$ cat src/rtl/demux_deser_pkg.sv
`default_nettype none
// ============================================================================
//  Module   : demux_deser_pkg
//  Purpose  : Shared types and constants for the 1-to-4 serial demux /
//             deserialiser: slot geometry, the "all slots written" mask
//             value and a slot-to-one-hot decode helper.
//  Ports    : none (package)
//  Revision : 1.0  initial release
// ============================================================================
package demux_deser_pkg;

  localparam int unsigned SLOT_COUNT = 4;
  localparam int unsigned SLOT_W     = 2;
  localparam int unsigned WORD_W     = SLOT_COUNT;

  typedef logic [SLOT_W-1:0] slot_t;
  typedef logic [WORD_W-1:0] word_t;

  // Mux-side constants
  localparam slot_t SLOT_ZERO = '0;
  localparam slot_t SLOT_ONE  = slot_t'(1);
  localparam word_t MASK_NONE = '0;
  localparam word_t MASK_FULL = '1;

  // One-hot decode of a slot index into the shadow/mask bit it addresses.
  function automatic word_t slot_onehot(input slot_t s);
    word_t oh;
    oh = '0;
    oh[s] = 1'b1;
    return oh;
  endfunction

endpackage : demux_deser_pkg
`default_nettype wire

$ cat src/rtl/demux_deser_slot_counter.sv
`default_nettype none
// ============================================================================
//  Module   : slot_counter
//  Purpose  : 2-bit wrap-around slot counter. A clear forces the count base
//             to slot 0; an enable in the same cycle then advances from that
//             base, so clear+enable lands on slot 1 (bit written to slot 0).
//  Ports    : clk   - rising-edge clock
//             rst   - asynchronous active-high reset (count -> 0)
//             clr   - restart the frame at slot 0
//             en    - a bit is consumed this cycle; advance one slot
//             count - current slot
//  Revision : 1.0  initial release
// ============================================================================
module slot_counter
  import demux_deser_pkg::*;
(
  input  logic  clk,
  input  logic  rst,
  input  logic  clr,
  input  logic  en,
  output slot_t count
);

  slot_t base;
  slot_t count_next;

  always_comb begin
    base       = clr ? SLOT_ZERO : count;
    count_next = en ? slot_t'(base + SLOT_ONE) : base;
  end

  always_ff @(posedge clk or posedge rst) begin
    if (rst) begin
      count <= SLOT_ZERO;
    end else begin
      count <= count_next;
    end
  end

endmodule : slot_counter
`default_nettype wire

$ cat src/rtl/demux_deser.sv
`default_nettype none
// ============================================================================
//  Module   : demux_deser
//  Purpose  : Serial-to-parallel demultiplexer. Each qualified serial bit is
//             steered into one of four slots of a shadow register, chosen by
//             an internal counter (auto mode) or by {s_1,s_0} (manual mode).
//             When all four slots have been written the word is presented on
//             a_0..a_3 with a one-cycle word_valid pulse.
//  Ports    : clk, rst          - clock, asynchronous active-high reset
//             f, f_valid        - serial data bit and its qualifier
//             sync              - auto-mode frame start (bit goes to slot 0)
//             auto              - 1 = counter selects slot, 0 = {s_1,s_0}
//             s_0, s_1          - manual slot select
//             a_0..a_3          - registered parallel word (a_k = slot k)
//             word_valid        - pulse on each completed word
//             slot_0, slot_1    - internal slot counter
//  Revision : 1.0  initial release
// ============================================================================
module demux_deser
  import demux_deser_pkg::*;
(
  input  logic clk,
  input  logic rst,
  input  logic f,
  input  logic f_valid,
  input  logic sync,
  input  logic auto,
  input  logic s_0,
  input  logic s_1,
  output logic a_0,
  output logic a_1,
  output logic a_2,
  output logic a_3,
  output logic word_valid,
  output logic slot_0,
  output logic slot_1
);

  // State
  logic  auto_q;
  slot_t slot;
  word_t shadow;
  word_t mask;
  word_t word_q;
  logic  word_valid_q;

  // Next-state terms
  logic  auto_change;
  logic  frame_clr;
  logic  cnt_en;
  slot_t wr_slot;
  word_t wr_onehot;
  word_t mask_base;
  word_t mask_next;
  word_t shadow_next;
  logic  complete;

  always_comb begin
    // A mode change restarts framing before this cycle's bit is placed.
    auto_change = auto ^ auto_q;
    frame_clr   = auto_change | (auto & sync);
    cnt_en      = auto & f_valid;

    if (auto) begin
      wr_slot = frame_clr ? SLOT_ZERO : slot;
    end else begin
      wr_slot = {s_1, s_0};
    end
    wr_onehot = slot_onehot(wr_slot);

    mask_base   = frame_clr ? MASK_NONE : mask;
    mask_next   = mask_base;
    shadow_next = shadow;
    if (f_valid) begin
      mask_next   = mask_base | wr_onehot;
      shadow_next = (shadow & ~wr_onehot) | (f ? wr_onehot : MASK_NONE);
    end

    complete = f_valid && (mask_next == MASK_FULL);
  end

  slot_counter u_slot_counter (
    .clk   (clk),
    .rst   (rst),
    .clr   (frame_clr),
    .en    (cnt_en),
    .count (slot)
  );

  always_ff @(posedge clk or posedge rst) begin
    if (rst) begin
      auto_q       <= 1'b0;
      shadow       <= MASK_NONE;
      mask         <= MASK_NONE;
      word_q       <= MASK_NONE;
      word_valid_q <= 1'b0;
    end else begin
      auto_q       <= auto;
      shadow       <= shadow_next;
      mask         <= complete ? MASK_NONE : mask_next;
      word_valid_q <= complete;
      if (complete) begin
        word_q <= shadow_next;
      end
    end
  end

  assign a_0        = word_q[0];
  assign a_1        = word_q[1];
  assign a_2        = word_q[2];
  assign a_3        = word_q[3];
  assign word_valid = word_valid_q;
  assign slot_0     = slot[0];
  assign slot_1     = slot[1];

endmodule : demux_deser
`default_nettype wire

$ cat config.mk
export PLATFORM = sky130hd
export DESIGN_NAME = demux_deser
export DESIGN_NICKNAME = d
export VERILOG_FILES = /design/src/rtl/demux_deser_pkg.sv /design/src/rtl/demux_deser_slot_counter.sv /design/src/rtl/demux_deser.sv
export SDC_FILE = /design/constraint.sdc
export NUM_CORES = 1
export LEC_CHECK = 0
export ABC_CLOCK_PERIOD_IN_PS = 2180
export CORE_UTILIZATION = 45
export CTS_CLUSTER_SIZE = 12
export DETAILED_ROUTE_END_ITERATION = 16
export PLACE_DENSITY_LB_ADDON = 0.1
export SLEW_MARGIN = 20
export SYNTH_ARGS = -nofsm -noshare
export SYNTH_HDL_FRONTEND = slang
export SYNTH_SLANG_ARGS = --single-unit
export TNS_END_PERCENT = 50
$ cat constraint.sdc
create_clock -name clk -period 2.18 [get_ports clk]
set_input_delay 0.654 -clock clk [delete_from_list [all_inputs] [get_ports clk]]
set_output_delay 0.654 -clock clk [all_outputs]
set_load 0.005 [all_outputs]
# --- Yosys cells after proc, flatten, opt, wreduce, memory -nomap -nowiden ---
# Index checks and enable logic that the tools add are counted.
word_totals:
  regBits: 16
  elab_cells: 30
  in_bits: 8
  out_inout_bits: 7
op_classes:
  eq_ne: 1
  bitwise_logic: 8
  reduce_logical: 2
  muxes: 10
  n_addsub: 1
  magnitude_cmp: 2
ops:
  columns: ["op", "n"]
  rows:
  - ["2-to-1 mux 4 bit", 5]
  - ["OR 4 bit", 2]
  - ["2-to-1 mux 2 bit", 3]
  - ["AND 4 bit", 1]
  - ["== test 4 bit (second input constant)", 1]
  - ["NOT 4 bit", 1]
  - ["< comparator 2 x 3 -> 1 bit (second input constant)", 1]
  - ["adder 2 x 1 -> 2 bit (second input constant)", 1]
  - ["AND 1 bit", 2]
  - ["demux 1 bit (select 2 bit)", 1]
  - ["greater-or-equal comparator 2 x 1 -> 1 bit (second input constant)", 1]
  - ["logical AND 1 bit", 2]
  - ["2-to-1 mux 1 bit", 1]
  - ["OR 1 bit", 1]
  - ["bitwise XOR 1 bit", 1]

# --- Logic depth before layout (Yosys ltp) ---
depth:
  depth_word: 13
  depth_mapped: 6
  mapped_depth_nobuf: 5

# --- Cells and area by module ---
# From an unflattened synthesis, not the netlist that was laid out.
hier_totals:
  cells_unflattened: 68
  hier_area_um2: 812.0
by_module_without_submodules:
  columns: ["module", "cells_each", "area_per_inst_um2", "n_inst", "seq_area_each_um2"]
  rows:
  - ["demux_deser", 60, 716.9, 1, 350.3]
  - ["slot_counter", 8, 95.1, 1, 50.0]

# --- Least setup slack after synthesis ---
# OpenSTA, ideal clock, no wires.
synth_path:
  path_kind: "in2reg"
  start: "in auto"
  end: "reg word_q[0]"
  path_buffers: 1
  t_arrival_ps: 2379
  t_required_ps: 2055
  setup_slack_ps: -324
  path_stages: 6
  setup_time_ps: 125
  cell_sequence: "buf_6 -> and4b_4 -> or2_4 -> or4_4 -> a31oi_4 -> mux2_4"
synth_between:
  elab_chain_cells: 12
  word_cells_on_any_way: 20
  classes_between: "order compare: 2; eq/ne: 1; mux: 8; bitwise: 7; reduce/logical: 2"
synth_lines:
  columns: ["item", "line_no", "rtl"]
  rows:
  - ["start: declaration", "demux_deser.sv:27", "input logic auto,"]
  - ["bitwise XOR 1 bit or AND 1 bit (tied branches)", "demux_deser.sv:60, demux_deser.sv:61", null]
  - ["OR 1 bit", "demux_deser.sv:61", "frame_clr = auto_change | (auto & sync);"]
  - ["2-to-1 mux 2 bit", "demux_deser.sv:65", "wr_slot = frame_clr ? SLOT_ZERO : slot;"]
  - ["2-to-1 mux 2 bit", "demux_deser.sv:64", "if (auto) begin"]
  - ["< comparator 2 x 3 -> 1 bit (not written as such) or greater-or-equal comparator 2 x 1 -> 1 bit (tied branches)", "demux_deser_pkg.sv:29", "oh[s] = 1'b1;"]
  - ["logical AND 1 bit (not written as such)", "demux_deser_pkg.sv:29", null]
  - ["2-to-1 mux 1 bit (not written as such)", "demux_deser_pkg.sv:29", null]
  - ["demux 1 bit (select 2 bit)", "demux_deser_pkg.sv:29", null]
  - ["OR 4 bit", "demux_deser.sv:75", "mask_next = mask_base | wr_onehot;"]
  - ["2-to-1 mux 4 bit *", "demux_deser.sv:74", "if (f_valid) begin"]
  - ["== test 4 bit *", "demux_deser.sv:79", "complete = f_valid && (mask_next == MASK_FULL);"]
  - ["logical AND 1 bit *", "demux_deser.sv:79", null]
  - ["net complete", "demux_deser.sv:56", "logic complete;"]
  - ["end signal: assignment", "demux_deser.sv:103", "word_q <= shadow_next;"]
  - ["end: declaration", "demux_deser.sv:44", "word_t word_q;"]
# Mark *: on every way through the listed nets, which the timed path passes. The rest lies on a longest branch.
# A chain may end at the register's enable or synchronous reset.

# --- Worst setup path after layout ---
layout_path:
  start: "in auto"
  end: "reg word_q[2]"
# The elaborated chain is that of the path after synthesis.

==> results.sh <==
export IMPL_seq_power_share_pct=48.9
export IMPL_grt_use_total_pct=25.1
export IMPL_peakVddDrop_v=0.000434
export IMPL_yosysTopAreaCellShare_pct=48.9
export IMPL_clock_sinks=16
export IMPL_antennaDiodeCount=0
export IMPL_clkTransAtPathRegs_ps=100
export IMPL_area_growth_pct=56.6
export IMPL_violations="negative setup slack"
export IMPL_gp_congestion=0.862
export IMPL_fillers=115
export IMPL_worstMarginPinSlew_ps=588
export IMPL_initial_core_util_pct=47.9
export IMPL_finalNetCount=127
export IMPL_ys_top_cells_by_area="dfrtp_1, mux2_4, mux2_2, buf_6, nand2_1"
export IMPL_post_drt_via_cell_ratio=5.22
export IMPL_start_kind="input pin"
export IMPL_share_comb_of_total_power_pct=22.0
export IMPL_grtUsageMet3_pct=4.90
export IMPL_intPower_uw=511
export IMPL_synth_area_um2=818
export IMPL_ys_seq_elements=16
export IMPL_p_leak_uw=0.000591
export IMPL_drv_slew=0
export IMPL_synth_xor_area_share_pct=1.07
export IMPL_post_route_drc_count=0
export IMPL_switching_power_uw=173
export IMPL_rsz0062_at_grt="true"
export IMPL_dr_pass1_iters=4
export IMPL_reg2regPathDepth=5
export IMPL_finalWirelength_um=2120
export IMPL_synth_top_family_by_area="simple AND/OR/NAND/NOR gates"
export IMPL_grt_busiest_layer="met2"
export IMPL_clockPowerShare_pct=29.1
export IMPL_async_reset_ff_share_pct=100
export IMPL_cts_buffers=3
export IMPL_skew_ps=3.01
export IMPL_crit_type="input pin to register"
export IMPL_period_share_pct=101
export IMPL_grt_max_degree=17
export IMPL_finalHoldViolations=0
export IMPL_worst_setup_path_end_kind="register"
export IMPL_syn_area_per_cell_um2=11.4
export IMPL_clk_insertion_delay_late_ps=290
export IMPL_worstHoldPathCells=1
export IMPL_io_buffer_count=14
export IMPL_worst_slew_margin_rel_pct=60.8
export IMPL_ys_flop_type="dfrtp_1"
export IMPL_drv_cap=0
export IMPL_avgRoutedWirePerCell_um=14.8
export IMPL_ant_nets=0
export IMPL_cts_max_level=1
export IMPL_gr_total_overflow=0
export IMPL_outcome="complete, but fails checks"
export IMPL_synth_fa_ha_area_share_pct=0
export IMPL_synth_edff_count=0
export IMPL_drt_initial_drc_count=25
export IMPL_dp_slack_ps=-788
export IMPL_root_buffer="clkbuf_4"
export IMPL_yosysTopAreaCell="dfrtp_1"
export IMPL_multiInputGateArea_um2=423
export IMPL_ys_seq_area_share_pct=48.9
export IMPL_switching_share_pct=25.3
export IMPL_pin_count=15
export IMPL_met2_usage_pct=41.2
export IMPL_synth_compound_area_share_pct=11.0
export IMPL_cp_max_fo=6
export IMPL_ys_top_cells_by_count="dfrtp_1, nand2_1"
export IMPL_core_area_um2=1710
export IMPL_regArea_um2=400
export IMPL_power_density_nw_per_um2=534
export IMPL_period_minus_slack_ps=2200
export IMPL_fp_dieH_um=44.6
export IMPL_cts_tree="done"
export IMPL_ys_warn_count=0
export IMPL_yosys_area_share_simple_pct=21.6
export IMPL_synthCells=72
export IMPL_fin_ws_ps=-19.1
export IMPL_synth_fp_nets=80
export IMPL_grt_pass1_vias=795
export IMPL_synth_cell_type_count=29
export IMPL_grt_pass1_wl_um=3470
export IMPL_dpl_hpwl_um=1360
export IMPL_dieArea_um2=1990
export IMPL_drive_above_1_share_pct=49.2
export IMPL_die_x_um=44.6
export IMPL_total_power_uw=684
export IMPL_rows=15
export IMPL_clockBufferDepth=2
export IMPL_antenna_found_initial=0
export IMPL_synth_most_common_cell="dfrtp_1"
export IMPL_critPathRequiredTime_ps=2370
export IMPL_setup_violations_final=4
export IMPL_gr_usage_met1_pct=31.3
export IMPL_fmax_mhz=455
export IMPL_num_vias=747
export IMPL_hp_class="register to register"
export IMPL_synthMuxAreaShare_pct=12.8
export IMPL_cp_arrival_ps=2380
==> metal layers <==
layer | part of all wire [%] | vias to the layer above
met1 | 39 | 362
li1 | - | 351
met5 | 0 | -
met4 | 4.1 | 0
met2 | 52 | 25
met3 | 5.1 | 9
==> worst max-delay path, stage by stage <==
cell and delay, ps:
buf_8 110, and4b_4 180, or2_4 230, or4_4 560
a31oi_4 320, mux2_4 330
==> state kept, by name (all words and copies together) (netlist names) <==
register / flops
u_slot_counter.count: 2
word_valid: 1
shadow: 4
auto_q: 1
word_q: 4
mask: 4
==> repair_timing <==
item	4_1_cts	5_1_grt
hold buffers	0	0
gates resized for setup	26	5
setup buffers	10	1
endpoints found under the setup margin	10	4
pin swaps	8	4
gates cloned	0	0
==> cells in the final DEF, fill, tap and decap left out, types with 2 or more instances in the layout <==
cell              n
a21oi_1           4
and2_1            2
buf_4            29
buf_6             3
clkbuf_4          3
clkdlybuf4s50_1   9
dfrtp_1          16
dlygate4sd2_1     2
inv_1             3
mux2_2            4
mux2_4            4
nand2_1           6
nand3_1           4
nand3b_1          2
nor2_1            3
o21ai_0           2
or4_4             2
==> cell families after synthesis <==
kind of cell | count (synthesis)
flip-flops | 16
AND/OR/NAND/NOR | 29
multiplexers | 8
XOR/XNOR | 1
buffers and inverters | 6
AO/OA/AOI/OAI | 12
==> metrics by stage <==
stage               utilization, %  instance area (um^2)  std cells  hold slack (ps)  setup TNS [ps]
floorplan                        -                   822         72              471           -1140
global placement              65.2                  1110        128              478           -6530
detailed placement            65.2                  1110        128              492           -7150
CTS                           74.2                  1270        142              514          -0.640
global route                  75.0                  1280        143              527            -143
finish                        75.0                  1280        143              511           -67.0
==> path summary, 6_finish.rpt <==
check / startpoint / end / slack, ps
setup reg to reg: u_slot_counter.count[0]$_DFF_PP0_ / word_q[2]$_DFFE_PP0P_ / 20
min in group asynchronous: rst / mask[0]$_DFF_PP0_ / 730
hold / removal: shadow[3]$_DFF_PP0_ / shadow[3]$_DFF_PP0_ / 510
hold reg to reg: shadow[3]$_DFF_PP0_ / shadow[3]$_DFF_PP0_ / 510
setup / recovery: auto / word_q[2]$_DFFE_PP0P_ / -20
max in group asynchronous: rst / u_slot_counter.count[1]$_DFF_PP0_ / 1070
==> area by class of cell <==
type                       count  area share (%)
inverter                       3           0.879
timing repair buffer          45            29.6
tap                           25            2.44
sequential                    16            31.2
clock buffer                   4            2.83
multi-input combinational     50            33.0
==> power by group through the flow <==
stage / clock network [uW] / registers, uW / logic, uW
final: 199 / 335 / 150
after global routing: 214 / 337 / 164
after CTS: 206 / 334 / 145
after detailed placement: 0 / 340 / 125
after global placement: 0 / 339 / 123
after floorplan: 0 / 338 / 65.7
(Power assumes the default switching activity.)
